[src/rtl/adder_pkg.sv]
// Constants shared by the adder/accumulator stage and its operand issue FIFO.
package adder_pkg;

    localparam int unsigned ADDER_WIDTH = 4;
    localparam int unsigned ADDER_DEPTH = 4;

endpackage : adder_pkg

[src/rtl/opfifo_mem.sv]
// Operand-pair storage: one synchronous write port and one asynchronous read port.
// Contents are not reset; the controller masks stale data when the FIFO is empty.
module opfifo_mem #(
    parameter int unsigned DW    = 8,
    parameter int unsigned DEPTH = 4
) (
    input  logic                     clk,
    input  logic                     we,
    input  logic [$clog2(DEPTH)-1:0] waddr,
    input  logic [DW-1:0]            wdata,
    input  logic [$clog2(DEPTH)-1:0] raddr,
    output logic [DW-1:0]            rdata
);

    logic [DW-1:0] mem [DEPTH];

    // Write the tail entry on an accepted push.
    always_ff @(posedge clk) begin
        if (we) begin
            mem[waddr] <= wdata;
        end
    end

    // Show-ahead read of the head entry.
    assign rdata = mem[raddr];

endmodule : opfifo_mem

[src/rtl/operand_issue_fifo.sv]
// Show-ahead FIFO of operand pairs feeding the adder/accumulator stage.
// Handshake flags derive only from the stored count, so there is no
// combinational path from out_ready to in_ready.
module operand_issue_fifo
    import adder_pkg::*;
#(
    parameter int unsigned WIDTH = ADDER_WIDTH,
    parameter int unsigned DEPTH = ADDER_DEPTH
) (
    input  logic                       clk,
    input  logic                       reset,
    input  logic                       in_valid,
    input  logic [WIDTH-1:0]           in_a,
    input  logic [WIDTH-1:0]           in_b,
    output logic                       in_ready,
    input  logic                       flush,
    output logic                       out_valid,
    output logic [WIDTH-1:0]           out_a,
    output logic [WIDTH-1:0]           out_b,
    input  logic                       out_ready,
    output logic [$clog2(DEPTH+1)-1:0] count
);

    localparam int unsigned PW = $clog2(DEPTH);
    localparam int unsigned CW = $clog2(DEPTH + 1);
    localparam int unsigned DW = 2 * WIDTH;

    logic [PW-1:0] rd_ptr;
    logic [PW-1:0] wr_ptr;
    logic [CW-1:0] cnt;
    logic          push;
    logic          pop;
    logic [DW-1:0] head;

    assign count     = cnt;
    assign in_ready  = (cnt < CW'(DEPTH));
    assign out_valid = (cnt != '0);

    // Accepted transfers; flush discards both sides of the handshake.
    always_comb begin
        push = 1'b0;
        pop  = 1'b0;
        if (!flush) begin
            push = in_valid && in_ready;
            pop  = out_valid && out_ready;
        end
    end

    // Pointer and occupancy state; pointers wrap naturally at DEPTH (power of two).
    always_ff @(posedge clk or negedge reset) begin
        if (!reset) begin
            rd_ptr <= '0;
            wr_ptr <= '0;
            cnt    <= '0;
        end else if (flush) begin
            rd_ptr <= '0;
            wr_ptr <= '0;
            cnt    <= '0;
        end else begin
            if (push) begin
                wr_ptr <= PW'(wr_ptr + PW'(1));
            end
            if (pop) begin
                rd_ptr <= PW'(rd_ptr + PW'(1));
            end
            case ({push, pop})
                2'b10:   cnt <= CW'(cnt + CW'(1));
                2'b01:   cnt <= CW'(cnt - CW'(1));
                default: cnt <= cnt;
            endcase
        end
    end

    opfifo_mem #(
        .DW    (DW),
        .DEPTH (DEPTH)
    ) u_mem (
        .clk   (clk),
        .we    (push),
        .waddr (wr_ptr),
        .wdata ({in_a, in_b}),
        .raddr (rd_ptr),
        .rdata (head)
    );

    // Head operands, forced to zero while empty so stale storage never leaks.
    always_comb begin
        out_a = '0;
        out_b = '0;
        if (out_valid) begin
            out_a = head[DW-1:WIDTH];
            out_b = head[WIDTH-1:0];
        end
    end

endmodule : operand_issue_fifo

[config.mk]
export PLATFORM = sky130hd
export DESIGN_NAME = operand_issue_fifo
export DESIGN_NICKNAME = d
export VERILOG_FILES = /design/src/rtl/adder_pkg.sv /design/src/rtl/opfifo_mem.sv /design/src/rtl/operand_issue_fifo.sv
export SDC_FILE = /design/constraint.sdc
export NUM_CORES = 1
export LEC_CHECK = 0
export CELL_PAD_IN_SITES_DETAIL_PLACEMENT = 1
export CELL_PAD_IN_SITES_GLOBAL_PLACEMENT = 1
export CORE_ASPECT_RATIO = 0.6
export CORE_MARGIN = 5
export CORE_UTILIZATION = 34
export DETAILED_ROUTE_END_ITERATION = 8
export PLACE_DENSITY_LB_ADDON = 0.2
export SKIP_CTS_REPAIR_TIMING = 1
export SYNTH_ARGS = -nofsm -noshare
export SYNTH_HDL_FRONTEND = slang
export SYNTH_SLANG_ARGS = --single-unit
[constraint.sdc]
create_clock -name clk -period 5.5 [get_ports clk]
set_input_delay 1.65 -clock clk [delete_from_list [all_inputs] [get_ports clk]]
set_output_delay 1.65 -clock clk [all_outputs]
set_load 0.01 [all_outputs]
---- Word-level counts from Yosys, hierarchy flattened ----
Memories as Yosys holds them, arrays and structs flattened.
Index checks and enable logic that the tools add are counted.
W data, S select, Z words.
word-level totals
  bits in registers ....................... 7
  RAM bits ................................ 32
  input port bits ......................... 13
  output and inout port bits .............. 13
  memories ................................ 1
cells by class
  add/sub/neg operators ................... 4
  order comparisons ....................... 1
  equality and inequality tests ........... 2
  multiplexer cells ....................... 12
  reductions and logical operators ........ 6
memories
  memory     words  bits a word  read ports  clocked after Yosys merged registers in  write ports  line              source
  u_mem.mem  4      8            1           0                                        1            opfifo_mem.sv:15  logic [DW-1:0] mem [DEPTH];
operators by type and width
  operator               count
  $mux W2                4
  $mux W4                2
  $pmux W3 S2            1
  $reduce_bool A3 Y1     2
  $add A2 B1 Y2 const B  2
  $mux W1                4
  $reduce_bool A2 Y1     2
  $add A3 B1 Y3 const B  1
  $lt A3 B3 Y1 const B   1
  $mux W3                1
  $sub A3 B1 Y3 const B  1
  $eq A2 B1 Y1 const B   1
  $eq A2 B2 Y1 const B   1
  $logic_and A1 B1 Y1    2

---- Depth between registers and ports, before layout ----
  depth after elaboration ................. 6
  gate-level depth with buffers ........... 10

---- Modules after synthesis ----
A second synthesis with hierarchy kept.
unflattened totals
  cell total of the unflattened synthesis .. 104
  area total of the unflattened synthesis .. 1,730.4 um2
by module, submodules not included
  module              times used  cells an instance  area each (um2)  sequential area each (um2)
  opfifo_mem          1           46                 1,188.6          960.9
  operand_issue_fifo  1           58                 541.8            175.2

---- Least setup slack after synthesis ----
No wires, ideal clock.
  path kind ............................... register -> output
  from .................................... register cnt[0], in the netlist count[0]
  to ...................................... output port out_a[0]
  arrival ................................. 1,269 ps
  required time ........................... 3,850 ps
  setup slack ............................. 2,581 ps
  stages on the path, launching flop included .. 5
  path buffers ............................ 2
  cell sequence ........................... dfrtp_1 buf_6 or3_4 buf_6 and2_2
on the way
  cells in the longest elaborated chain, start to end .. 2
ends and longest elaborated chain
  item                    line                      source
  from (decl)             operand_issue_fifo.sv:30  logic [CW-1:0] cnt;
  from (signal assigned)  operand_issue_fifo.sv:67  2'b10: cnt <= CW'(cnt + CW'(1));
  from (signal assigned)  operand_issue_fifo.sv:68  2'b01: cnt <= CW'(cnt - CW'(1));
  from (signal assigned)  operand_issue_fifo.sv:69  default: cnt <= cnt;
  $reduce_bool A3 Y1      operand_issue_fifo.sv:37  assign out_valid = (cnt != '0);
  net out_valid           operand_issue_fifo.sv:17  output logic out_valid,
  $mux W4                 operand_issue_fifo.sv:90  if (out_valid) begin
  to (decl)               operand_issue_fifo.sv:18  output logic [WIDTH-1:0] out_a,
The timed path passes the listed nets, and every way through them passes these cells.

---- Final worst setup path ----
  from .................................... register rd_ptr[0]
  to ...................................... output port out_b[3]
on the way
  cells in the longest elaborated chain, start to end .. 2
ends and longest elaborated chain
  item                    line                      source
  from (decl)             operand_issue_fifo.sv:28  logic [PW-1:0] rd_ptr;
  from (signal assigned)  operand_issue_fifo.sv:64  rd_ptr <= PW'(rd_ptr + PW'(1));
  $mem_v2 Z4 W8           --
  $mux W4                 operand_issue_fifo.sv:90
  to (decl)               operand_issue_fifo.sv:19  output logic [WIDTH-1:0] out_b,
Every way passes these cells.

==> results.sh <==
export IMPL_cts_root_buf="clkbuf_8"
export IMPL_cp_max_fo=10
export IMPL_reg2regPathDepth=8
export IMPL_setup_violations=0
export IMPL_final_cell_mix="32 x edfxtp_1, 25 x clkdlybuf4s50_1, 8 x and2_2, 7 x dfrtp_1"
export IMPL_gp_congestion=0.6960
export IMPL_start_util=0.3522
export IMPL_cts_path_max_buffers=2
export IMPL_dr_pass1_iters=4
export IMPL_whs_endpoint="wr_ptr[1]"
export IMPL_crit_family="flip-flops"
export IMPL_final_common_cell="edfxtp_1"
export IMPL_ir_drop_uv=98.87
export IMPL_n_antenna_cell=0
export IMPL_max_slew_worst_pin_slew_ns=0.6192
export IMPL_max_slew_margin=0.5872
export IMPL_die_y_um=66.19
export IMPL_clock_power_share=0.330
export IMPL_syn_nets=130
export IMPL_rows=20
export IMPL_syn_inst=112
export IMPL_ios=26
export IMPL_io_buffers=25
export IMPL_drt_iter0_markers=53
export IMPL_grt_pass1_vias=1048
export IMPL_drv_slew=0
export IMPL_wl_per_cell_um=16.39
export IMPL_fin_crit_sh=0.7240
export IMPL_tns_ns=0
export IMPL_min_path_type="flip-flop to flip-flop"
export IMPL_avgViaCountPerCell=4.814
export IMPL_drive_gt1_frac=0.1812
export IMPL_switching_share=0.2410
export IMPL_rr_endpoint="count[2]"
export IMPL_slowest_stage="dfrtp_1"
export IMPL_wl_mm=3.343
export IMPL_fin_skew_ns=0.009926
export IMPL_grtUsageTotal=0.1042
export IMPL_clk_latency_ns=0.29
export IMPL_r2r_slack_ns=3.21
export IMPL_p_comb_frac=0.176
export IMPL_seq_power_share=0.494
export IMPL_cts_sinks=39
export IMPL_reg2reg_from="count[2]"
export IMPL_post_route_drc_count=0
export IMPL_synth_warnings=0
export IMPL_fin_crit_ns=3.982
export IMPL_ys_ff_latch=39
export IMPL_internal_power_mw=0.5420
export IMPL_antenna_found_initial=0
export IMPL_p_sw_mw=0.1721
export IMPL_die_area_um2=6861
export IMPL_syn2layout_area_growth_pct=21.12
export IMPL_critPathKind="flip-flop to output port"
export IMPL_cap_violations=0
export IMPL_syn_area_per_cell_um2=15.98
export IMPL_place_ws_ns=1.579
export IMPL_cts_htree_levels=2
export IMPL_cts_buffers=5
export IMPL_route_vias_total=982
export IMPL_fin_ws_ns=1.518
export IMPL_final_nets=155
export IMPL_critPathMaxStageDelay_ns=0.74
export IMPL_post_route_util=0.4266
export IMPL_clk_pin_slew_ns=0.08
export IMPL_core_area_um2=5080
export IMPL_grt_max_degree=14
export IMPL_synth_cell_types=30
export IMPL_crit_buf_inv=1
export IMPL_critPathRequiredTime_ns=3.85
export IMPL_cp_arrival_ns=2.33
export IMPL_grt_overflow_total=0
export IMPL_hold_violations=0
export IMPL_hpwl_mm=2.443
export IMPL_max_freq_mhz=251.1
export IMPL_critPathLaunchType="flip-flop"
export IMPL_critPathLaunch="rd_ptr[0]"
export IMPL_cts_tree="yes"
export IMPL_powerDensity_nw_per_um2=329.5
export IMPL_die_w_um=103.7
export IMPL_p_leak_nw=0.7517
export IMPL_path_cells="mux4_1, and2_2, clkdlybuf4s50_1"
export IMPL_grt_pass1_wl_mm=5.457
export IMPL_worstHoldPathCells=2
export IMPL_syn_area_um2=1789
export IMPL_rsz0062_at_grt="false"
export IMPL_hold_start="wr_ptr[1]"
export IMPL_synth_seq_area_share=0.6350
export IMPL_endpoint_kind="output port"
export IMPL_outcome="finished clean"
export IMPL_ant_nets=0
## power by group through the flow
stage	clock (mW)	combinational (mW)	sequential, mW
global placement	0	0.127	0.359
detailed placement	0	0.128	0.360
global route	0.256	0.138	0.356
CTS	0.242	0.128	0.354
finish	0.236	0.126	0.353
floorplan	0	0.0878	0.348
## per-layer routing
layer | share of wire | routed length, um | vias up | track usage
met5 | 0 | 0 | - | 0
met2 | 0.50 | 1681 | 15 | 0.1754
met3 | 0.033 | 111 | 0 | 0.04000
met4 | 0 | 0 | 0 | 0.02908
li1 | - | - | 459 | -
met1 | 0.46 | 1550 | 508 | 0.1263
## logic make-up after synthesis
family / count (synthesis) / synth area share
compound gates: 11 / 0.03427
simple gates: 33 / 0.1084
flops: 39 / 0.6350
xor+xnor: 5 / 0.02868
fa+ha+maj: 5 / 0.03916
mux: 9 / 0.1105
buf+inv: 10 / 0.04405
## tightest hold or removal path, delay by kind of cell, from the launching register on
family	cells	cell delay, ns
compound gates	1	0.06
simple gates	1	0.08
flops	1	0.43
## how the worst max path moves through the flow
stage	cells after the start	slack (ns)	endpoint
3_3_place_gp	8	1.71	count[2]
3_5_place_dp	8	1.58	count[2]
2_1_floorplan	4	2.58	out_a[0]
6_report	3	1.52	out_b[3]
5_1_grt	3	1.39	out_b[2]
4_1_cts	3	1.44	out_b[3]
## Yosys cell counts
library cell,count,area share
nor2b_1,1,0.0035
buf_6,4,0.025
mux4_2,6,0.076
fa_1,1,0.011
xor2_2,1,0.0091
a21o_1,1,0.0042
nand2b_1,2,0.0070
dfrtp_1,7,0.098
a21oi_1,4,0.011
ha_1,4,0.028
mux2i_1,1,0.0056
xnor2_1,2,0.0098
nor2_1,6,0.013
clkbuf_2,1,0.0028
nor4_1,1,0.0035
nand3_1,3,0.0084
edfxtp_1,32,0.54
nand2_1,5,0.010
clkbuf_8,1,0.0077
nand2_4,1,0.0063
clkbuf_1,1,0.0021
or3_4,1,0.0063
xor2_1,2,0.0098
nor3_1,1,0.0028
a221oi_1,1,0.0049
mux4_1,2,0.029
and2_2,8,0.034
inv_1,3,0.0063
and2_1,4,0.014
o21ai_0,5,0.014
## through the flow
step / area (um2) / hold slack [ns] / total power, mW / cells
after floorplan: 1789 / 0.5392 / 0.4363 / 112
after global placement: 2054 / 0.5718 / 0.4859 / 196
after detailed placement: 2054 / 0.5947 / 0.4884 / 196
after CTS: 2167 / 0.6051 / 0.7238 / 204
after global routing: 2167 / 0.6227 / 0.7501 / 204
final: 2167 / 0.5996 / 0.7140 / 204
## area by class of cell
| class | instances | area, um2 |
|---|---|---|
| clock inverters | 3 | 43.79 |
| repair buffers | 25 | 250.2 |
| fillers | 505 | 2913 |
| inverters | 3 | 11.26 |
| flip-flops and latches | 39 | 1136 |
| clock buffers | 5 | 68.82 |
| well taps | 66 | 82.58 |
| multi-input cells | 63 | 574.3 |
## flip-flops by register name, indices dropped and copies added, names as in the netlist
name,flops
wr_ptr,2
rd_ptr,2
count,3
u_mem.mem,32
Power figures use the tool's default switching activity.
